**config.mk**
```make
export PLATFORM = sky130hd
export DESIGN_NAME = pixel_row_accumulator
export DESIGN_NICKNAME = d
export VERILOG_FILES = /design/src/rtl/pixel_row_accumulator_pkg.sv /design/src/rtl/pixel_row_accumulator_position.sv /design/src/rtl/pixel_row_accumulator.sv
export SDC_FILE = /design/constraint.sdc
export NUM_CORES = 1
export LEC_CHECK = 0
export BUFFER_PORTS_ARGS = -buffer_cell sky130_fd_sc_hd__clkbuf_2
export CORE_ASPECT_RATIO = 1.25
export CORE_MARGIN = 3
export CORE_UTILIZATION = 35
export CTS_BUF_LIST = sky130_fd_sc_hd__clkbuf_4
export CTS_CLUSTER_DIAMETER = 120
export DETAILED_ROUTE_END_ITERATION = 10
export GPL_ROUTABILITY_DRIVEN = 0
export GPL_TIMING_DRIVEN = 0
export PLACE_DENSITY = 0.56
export SLEW_MARGIN = 15
export SYNTH_ARGS = -nofsm -noshare
export SYNTH_HDL_FRONTEND = slang
export SYNTH_SLANG_ARGS = --single-unit
```
**constraint.sdc**
```tcl
create_clock -name clk -period 3.91 [get_ports clk]
set_clock_uncertainty 0.1 [all_clocks]
set_input_delay 0 -clock clk [delete_from_list [all_inputs] [get_ports clk]]
set_output_delay 0 -clock clk [all_outputs]
set_load 0.01 [all_outputs]
```
**src/rtl/pixel_row_accumulator_pkg.sv**
```systemverilog
// Shared types and constants for the pixel row accumulator front end.
package pixel_row_accumulator_pkg;

  localparam int DATA_WIDTH_8         = 8;
  localparam int DATA_WIDTH_16        = 16;
  localparam int DEFAULT_FRAME_WIDTH  = 10;
  localparam int DEFAULT_FRAME_HEIGHT = 10;

  typedef enum logic {
    ST_IDLE   = 1'b0,
    ST_ACTIVE = 1'b1
  } state_e;

endpackage

```
**src/rtl/pixel_row_accumulator_position.sv**
```systemverilog
// Frame position counter: tracks (x, y) of the next pixel, decodes line and
// frame boundaries for the pixel being accepted this cycle.
module frame_position_counter #(
  parameter int FRAME_WIDTH  = 10,
  parameter int FRAME_HEIGHT = 10
) (
  input  logic        clk,
  input  logic        reset_n,
  input  logic        restart,     // current pixel position forced to (0,0)
  input  logic        advance,     // a pixel is accepted this cycle
  output logic [15:0] x,           // column of the pixel accepted this cycle
  output logic [15:0] y,           // line of the pixel accepted this cycle
  output logic        line_end,
  output logic        frame_done,
  output logic        at_last      // stored position is the last pixel
);

  localparam logic [15:0] X_LAST = 16'(FRAME_WIDTH - 1);
  localparam logic [15:0] Y_LAST = 16'(FRAME_HEIGHT - 1);

  logic [15:0] x_q, x_d;
  logic [15:0] y_q, y_d;

  // Effective position, boundary decode and next-position computation.
  always_comb begin
    // NOTE: every always_comb output gets a default first so no path can leave it unassigned and infer a latch.
    x_d        = x_q;
    y_d        = y_q;
    x          = restart ? '0 : x_q;
    y          = restart ? '0 : y_q;
    line_end   = (x == X_LAST);
    frame_done = line_end && (y == Y_LAST);
    at_last    = (x_q == X_LAST) && (y_q == Y_LAST);
    if (advance) begin
      if (frame_done) begin
        x_d = '0;
        y_d = '0;
      end else if (line_end) begin
        x_d = '0;
        y_d = y + 16'd1;
      end else begin
        x_d = x + 16'd1;
        y_d = y;
      end
    end else if (restart) begin
      x_d = '0;
      y_d = '0;
    end
  end

  // Position registers.
  always_ff @(posedge clk or negedge reset_n) begin
    if (!reset_n) begin
      x_q <= '0;
      y_q <= '0;
    end else begin
      // NOTE: sequential state uses non-blocking assignment so every flop samples pre-edge values.
      x_q <= x_d;
      y_q <= y_d;
    end
  end

endmodule

```
**src/rtl/pixel_row_accumulator.sv**
```systemverilog
// Pixel row accumulator: accepts a raw pixel stream, tracks frame position,
// and emits one registered running row sum plus write strobe per pixel.
module pixel_row_accumulator #(
  parameter int DATA_WIDTH_8        = pixel_row_accumulator_pkg::DATA_WIDTH_8,
  parameter int DATA_WIDTH_16       = pixel_row_accumulator_pkg::DATA_WIDTH_16,
  parameter int FRAME_CAMERA_WIDTH  = pixel_row_accumulator_pkg::DEFAULT_FRAME_WIDTH,
  parameter int FRAME_CAMERA_HEIGHT = pixel_row_accumulator_pkg::DEFAULT_FRAME_HEIGHT
) (
  input  logic                     clk,
  input  logic                     reset_n,
  input  logic                     sof,
  input  logic                     pixel_valid,
  input  logic [DATA_WIDTH_8-1:0]  pixel_in,
  output logic                     o_wen,
  output logic [DATA_WIDTH_16-1:0] o_row_sum,
  output logic [15:0]              o_x,
  output logic [15:0]              o_y,
  output logic                     o_line_end,
  output logic                     o_frame_done,
  output logic                     o_frame_abort,
  output logic [7:0]               o_drop_count
);

  import pixel_row_accumulator_pkg::*;

  state_e                   state_q, state_d;
  logic                     wen_q, wen_d;
  logic [DATA_WIDTH_16-1:0] row_sum_q, row_sum_d;
  logic [15:0]              x_q, x_d;
  logic [15:0]              y_q, y_d;
  logic                     line_end_q, line_end_d;
  logic                     frame_done_q, frame_done_d;
  logic                     frame_abort_q, frame_abort_d;
  logic [7:0]               drop_count_q, drop_count_d;

  logic        accept;
  logic        restart;
  logic        pos_line_end;
  logic        pos_frame_done;
  logic        pos_at_last;
  logic [15:0] pos_x;
  logic [15:0] pos_y;

  frame_position_counter #(
    .FRAME_WIDTH  (FRAME_CAMERA_WIDTH),
    .FRAME_HEIGHT (FRAME_CAMERA_HEIGHT)
  ) u_position (
    .clk        (clk),
    .reset_n    (reset_n),
    .restart    (restart),
    .advance    (accept),
    .x          (pos_x),
    .y          (pos_y),
    .line_end   (pos_line_end),
    .frame_done (pos_frame_done),
    .at_last    (pos_at_last)
  );

  // Acceptance, frame restart/abort decisions, next state and output datapath.
  always_comb begin
    logic last_with_sof;
    state_d       = state_q;
    drop_count_d  = drop_count_q;
    row_sum_d     = row_sum_q;
    x_d           = x_q;
    y_d           = y_q;
    accept        = pixel_valid && ((state_q == ST_ACTIVE) || sof);
    // A sof arriving with the frame's last pixel lets that pixel finish the
    // frame; the new frame then begins with the following pixel.
    last_with_sof = (state_q == ST_ACTIVE) && sof && pixel_valid && pos_at_last;
    restart       = sof && !last_with_sof;
    frame_abort_d = sof && (state_q == ST_ACTIVE) && !last_with_sof;

    case (state_q)
      ST_IDLE: begin
        if (sof) begin
          state_d = (accept && pos_frame_done) ? ST_IDLE : ST_ACTIVE;
        end else if (pixel_valid && (drop_count_q != 8'd255)) begin
          drop_count_d = drop_count_q + 8'd1;
        end
      end
      ST_ACTIVE: begin
        if (accept && pos_frame_done && !sof) begin
          state_d = ST_IDLE;
        end
      end
      default: state_d = ST_IDLE;
    endcase

    if (accept) begin
      row_sum_d = ((pos_x == 16'd0) ? '0 : row_sum_q)
                + {{(DATA_WIDTH_16 - DATA_WIDTH_8){1'b0}}, pixel_in};
      x_d       = pos_x;
      y_d       = pos_y;
    end
    wen_d        = accept;
    line_end_d   = accept && pos_line_end;
    frame_done_d = accept && pos_frame_done;
  end

  // State and registered outputs.
  always_ff @(posedge clk or negedge reset_n) begin
    // NOTE: reset clears every flop so a mid-frame reset leaves no stale frame state or abort pulse behind.
    if (!reset_n) begin
      state_q       <= ST_IDLE;
      wen_q         <= 1'b0;
      row_sum_q     <= '0;
      x_q           <= '0;
      y_q           <= '0;
      line_end_q    <= 1'b0;
      frame_done_q  <= 1'b0;
      frame_abort_q <= 1'b0;
      drop_count_q  <= '0;
    end else begin
      state_q       <= state_d;
      wen_q         <= wen_d;
      row_sum_q     <= row_sum_d;
      x_q           <= x_d;
      y_q           <= y_d;
      line_end_q    <= line_end_d;
      frame_done_q  <= frame_done_d;
      frame_abort_q <= frame_abort_d;
      drop_count_q  <= drop_count_d;
    end
  end

  assign o_wen         = wen_q;
  assign o_row_sum     = row_sum_q;
  assign o_x           = x_q;
  assign o_y           = y_q;
  assign o_line_end    = line_end_q;
  assign o_frame_done  = frame_done_q;
  assign o_frame_abort = frame_abort_q;
  assign o_drop_count  = drop_count_q;

endmodule

```
==> results of run 1 <==
-- kinds of logic after synthesis --
logic type,Yosys count
and+or+nand+nor,231
AOI/OAI and AO/OA,101
buffers and inverters,39
adders and majority gates,15
muxes,3
xor gates and xnor gates,33
DFF,93
-- synthesized netlist by cell type, drive strengths merged (2+ instances only) --
| cell | n |
|---|---|
| nor2 | 37 |
| nand2 | 105 |
| and2 | 11 |
| nor2b | 3 |
| o22ai | 2 |
| clkbuf | 18 |
| nor3 | 13 |
| a22o | 3 |
| inv | 14 |
| nand4 | 16 |
| nand3b | 2 |
| nand4b | 4 |
| or3 | 4 |
| a21oi | 13 |
| and3 | 7 |
| xnor2 | 16 |
| dfrtp | 93 |
| o21a | 4 |
| o41ai | 2 |
| o31ai | 2 |
| o211ai | 6 |
| xor2 | 17 |
| or4b | 2 |
| a21o | 3 |
| a211oi | 6 |
| ha | 14 |
| mux2i | 2 |
| and4 | 2 |
| o21ai | 51 |
| nor4 | 5 |
| nand3 | 18 |
| buf | 5 |
-- state kept, by name, indices dropped and copies added (netlist names) --
register,count
o_row_sum,16
u_position.y_q,16
o_x,16
o_wen,1
o_frame_done,1
state_q,1
u_position.x_q,16
o_y,16
o_drop_count,8
o_frame_abort,1
o_line_end,1
-- layout make-up --
cell class                 instances  area share (%)
multi-input combinational        383            40.5
sequential                        93            38.9
clock inverter                     5            1.27
buffer                            23            3.40
clock buffer                      10            1.25
timing repair buffer             100            10.2
tap                              171            3.57
inverter                          14           0.877
-- per-layer routing --
layer  share of wire, %  track usage (%)  vias to the layer above
met4                2.0             5.00                        0
met5                  0                0                        -
met3                3.6             3.23                       18
li1                   -                -                     2014
met2                 52             31.4                       79
met1                 42             20.6                     2041
-- how the worst min path moves through the flow --
stage,endpoint,from,cells past startpoint,slack [ns]
after floorplan,o_drop_count[0]$_DFFE_PN0P_,reset_n,0,-0.40
after global placement,o_row_sum[0]$_DFFE_PN0P_,pixel_in[0],4,0.22
after detailed placement,o_row_sum[1]$_DFFE_PN0P_,reset_n,1,0.05
after CTS,o_row_sum[6]$_DFFE_PN0P_,pixel_in[5],5,0.02
after global routing,o_row_sum[2]$_DFFE_PN0P_,reset_n,2,0.11
final,o_row_sum[1]$_DFFE_PN0P_,reset_n,2,0.05
-- power breakdown --
group | leakage (nW) | internal (mW) | switching [mW]
Combinational | 1.37 | 0.116 | 0.164
Sequential | 1.26 | 0.987 | 0.0244
Clock | 0.0799 | 0.260 | 0.326
-- what timing repair did --
action,in CTS,in global routing
hold endpoints to repair,110,1
setup buffers,13,6
hold buffers,10,1
resized for setup,25,12
endpoints found under the setup margin,30,11
pin swaps,6,7
==> flow_summary.ini, run 1 <==
[logic_synthesis]
synth_xor_area_share_pct = 5.93
yosys.area_share.simple_pct = 23.7
ys_top_cells_by_area = dfrtp_1 (48%), nand2_1 (8.1%), o21ai_0 (5.1%)
avgSynthCellArea_um2 = 9.47
synth-edff-count = 0
synth_mux_area_share_pct = 0.641
syn_area_um2 = 4880
synth_top_family_by_area = simple AND/OR/NAND/NOR gates
post_synth_fa_ha_maj_area_fraction_pct = 4.00
yosysWarnings = 0
synthArstFlopShare_pct = 100
synthCells = 515
synth-seq-cells = 93
synth-seq-area-share_pct = 47.7
synth_nets = 542
synth_cell_types = 63
synth_compound_area_share_pct = 13.0
yosys.area.top_type = dfrtp_1
synth_top_area_share_pct = 47.7
synth_ff_type = dfrtp_1

[power_and_ir_drop]
power_leakage_nw = 2.72
total_power_mw = 1.88
power_density_nw_per_um2 = 313
vdd_drop_max_uv = 149

[timing]
slew_headroom_pct = 42.3
max_freq_ghz = 0.266
setup_viol = 0
finalMaxSlewViolations = 0
fin_ws_ns = 0.149
worstMarginPinSlew_ns = 0.856
whs_ns = 0.0515
fin_crit_sh_pct = 96.2
final-hold-violation-count = 0
min_period_ns = 3.76
fin_setup_tns_ns = 0

[worst_setup_path]
slowest_stage = dfrtp_1
crit_chain = buf_6, nor4_4, and4_4, a41o_4, clkbuf_16, nand2_2, ha_4, o21ai_4, buf_8, and2_1, ha_1, o21ai_1, o21ai_1, and2_1, o21a_2, a211o_1, o211ai_1
start_kind = flop
crit_start = u_position.x_q[6]$_DFF_PN0_
setup.worst_path.end = o_row_sum[9]$_DFFE_PN0P_
max_stage_delay_ns = 0.40
cp.depth = 17
rrSetupSlack_ns = 0.15
criticalPathCategory = flop to flop
r2r_cells = 17
worstPathArrival_ns = 4.04
cp_top_family = compound AO/OA/AOI/OAI gates
r2r-start = u_position.x_q[6]$_DFF_PN0_
crit_fanout = 7
cp-end-kind = flop
worstPathBufferInverterCount = 3
cp.required_ns = 4.19
reg2reg_to = o_row_sum[9]$_DFFE_PN0P_

[finish]
seqCellArea_um2 = 2330
multi_input_area_um2 = 2430
syn2layout_area_growth_pct = 22.9
fin_cells = 799
drive_gt1_share_pct = 24.8
insertedDiodeCount = 0
final_cell_mix = nand2_1 (104), dfrtp_1 (87), clkbuf_2 (69)
post-route-util_pct = 44.5
final_nets = 651
mostFrequentLayoutCell = nand2_1
fin_area_um2 = 5990
fill_cells = 1333

[placed_design]
dpl_worst_slack_ns = -0.824
port-buffer-count = 70
dpl.cell_count = 756
place_hpwl_um = 9310
place_area_um2 = 5470

[floorplan]
start_util_pct = 36.2
die_y_um = 138
num_rows = 47
ios = 72
die_x_um = 112
die-area_um2 = 15400
core_area_um2 = 13500

[hold_path]
holdCritPathClass = primary input to asynchronous set/reset pin

[global_route]
grt_pass1_wl_um = 20900
grt_pass1_vias = 4054
antenna_found_initial = 0
grt_max_degree = 94
overflow = 0
grt_usage_pct = 17.1

[clock_network]
cts-buffers-inserted = 9
clkTransAtPathRegs_ns = 0.15
cts.path.max_buffers = 2
cts_tree = done
htree_num_levels = 3
root_buffer = clkbuf_4
cts_sinks = 93
clock_latency_ns = 0.46

[detailed_routing]
routed_wl_um = 13200
dr.pass1.iters = 4
drt-vias-per-instance = 5.20
ant_nets = 0
post-route-drc-count = 0
drt_iter0_markers = 202
wl_per_cell_um = 16.6
vias = 4152

[run_status]
outcome = finished, final reports clean

[run]
maxCapViolCount = 0
(Power assumes the default switching activity.)
==> run 2: changes to the inputs <==
--- a/config.mk
+++ b/config.mk
@@ -14,6 +14,7 @@
 export DETAILED_ROUTE_END_ITERATION = 10
 export GPL_ROUTABILITY_DRIVEN = 0
 export GPL_TIMING_DRIVEN = 0
+export MAX_ROUTING_LAYER = met4
 export PLACE_DENSITY = 0.56
 export SLEW_MARGIN = 15
 export SYNTH_ARGS = -nofsm -noshare
==> flow_summary.ini, run 2 (synthesis results as in run 1) <==
[run_status]
outcome = finished, final reports clean

[floorplan]
die_y_um = 138
die-area_um2 = 15400
core_area_um2 = 13500
start_util_pct = 36.2
die_x_um = 112
num_rows = 47
ios = 72

[detailed_routing]
post-route-drc-count = 0
wl_per_cell_um = 16.6
ant_nets = 0
drt-vias-per-instance = 5.23
vias = 4175
drt_iter0_markers = 189
dr.pass1.iters = 4
routed_wl_um = 13300

[global_route]
grt_pass1_wl_um = 20900
grt_pass1_vias = 4056
grt_usage_pct = 17.6
grt_max_degree = 94
antenna_found_initial = 0
overflow = 0

[timing]
slew_headroom_pct = 43.9
final-hold-violation-count = 0
whs_ns = 0.0271
fin_ws_ns = 0.156
min_period_ns = 3.75
max_freq_ghz = 0.266
fin_crit_sh_pct = 96.0
finalMaxSlewViolations = 0
worstMarginPinSlew_ns = 0.832
setup_viol = 0

[power_and_ir_drop]
power_density_nw_per_um2 = 313
power_leakage_nw = 2.72
vdd_drop_max_uv = 149

[clock_network]
root_buffer = clkbuf_4
clkTransAtPathRegs_ns = 0.15
cts_sinks = 93
clock_latency_ns = 0.46
cts-buffers-inserted = 9
htree_num_levels = 3
cts_tree = done
cts.path.max_buffers = 2

[worst_setup_path]
cp-end-kind = flop
slowest_stage = dfrtp_1
crit_chain = buf_6, nor4_4, and4_4, a41o_4, clkbuf_16, nand2_2, ha_4, o21ai_4, buf_8, and2_1, ha_1, o21ai_1, o21ai_1, and2_1, o21a_2, a211o_1, o211ai_1
cp.required_ns = 4.19
worstPathArrival_ns = 4.04
criticalPathCategory = flop to flop
max_stage_delay_ns = 0.40
start_kind = flop
crit_fanout = 7

[finish]
final_cell_mix = nand2_1 (104), dfrtp_1 (87), clkbuf_2 (69)
insertedDiodeCount = 0
post-route-util_pct = 44.5
syn2layout_area_growth_pct = 22.9
multi_input_area_um2 = 2430
mostFrequentLayoutCell = nand2_1
fill_cells = 1333
seqCellArea_um2 = 2330
drive_gt1_share_pct = 24.8
final_nets = 651

[placed_design]
dpl_worst_slack_ns = -0.824
port-buffer-count = 70
place_hpwl_um = 9310

[hold_path]
holdCritPathClass = primary input to asynchronous set/reset pin

[run]
maxCapViolCount = 0
[run 2: cell counts in the layout (fill, tap and decap cells not counted)]
No cell type changed its count.
[run 2: final timing paths]
path / startpoint / slack, ns / depth (start not counted) / end
min reg2reg: o_x[11]$_DFFE_PN0P_ / 0.40 / 2 / o_x[11]$_DFFE_PN0P_
min in group clk: pixel_in[0] / 0.35 / 5 / o_row_sum[0]$_DFFE_PN0P_
max reg2reg: u_position.x_q[6]$_DFF_PN0_ / 0.16 / 17 / o_row_sum[9]$_DFFE_PN0P_
max in group asynchronous: reset_n / 3.05 / 2 / u_position.y_q[5]$_DFF_PN0_
min: reset_n / 0.03 / 2 / o_row_sum[1]$_DFFE_PN0P_
max: u_position.x_q[6]$_DFF_PN0_ / 0.16 / 17 / o_row_sum[9]$_DFFE_PN0P_
[run 2: per-stage QoR]
| step | std cells | setup TNS [ns] | instance area (um2) | total power, mW |
|---|---|---|---|---|
| 6_report | 799 | 0 | 5990 | 1.88 |
| 5_1_grt | 799 | -0.000804 | 5990 | 1.97 |
| 4_1_cts | 793 | 0 | 5890 | 1.89 |
| 3_5_place_dp | 756 | -8.24 | 5470 | 1.27 |
| 3_3_place_gp | 756 | -7.07 | 5460 | 1.26 |
| 2_1_floorplan | 515 | 0 | 4890 | 1.17 |
[run 2: where the power goes]
part	total, mW	internal [mW]	switching (mW)
registers	1.01	0.987	0.0243
logic	0.281	0.116	0.164
clock network	0.586	0.260	0.325
[run 2: metal layers]
metal  global-route usage (%)  up-vias  part of all wire, %
li1                         -     2017                    -
met1                     20.8     2051                   42
met2                     31.3       87                   52
met4                     5.61        0                  2.2
met5                        -        -                    0
met3                     2.53       20                  3.7
[run 2: critical path, delay by kind of cell (launching register included)]
kind | cells | cell delay [ns]
buffers and inverters | 3 | 0.41
AO/OA/AOI/OAI | 7 | 1.30
flip-flops | 1 | 0.40
adder cells (fa/ha/maj) | 2 | 0.46
AND/OR/NAND/NOR | 5 | 0.98
[run 2: repair_timing]
action | CTS | global route
hold endpoints to repair | 110 | 1
pin swaps | 6 | 7
buffers inserted | 13 | 6
setup endpoints to repair | 30 | 11
hold buffers | 10 | 1
resized for setup | 25 | 12
[run 2: final cells by class]
cell class / count / area share [%]
multi-input combinational: 383 / 40.5
inverter: 14 / 0.877
timing repair buffer: 100 / 10.2
clock buffer: 10 / 1.25
buffer: 23 / 3.40
clock inverter: 5 / 1.27
tap: 171 / 3.57
sequential: 93 / 38.9
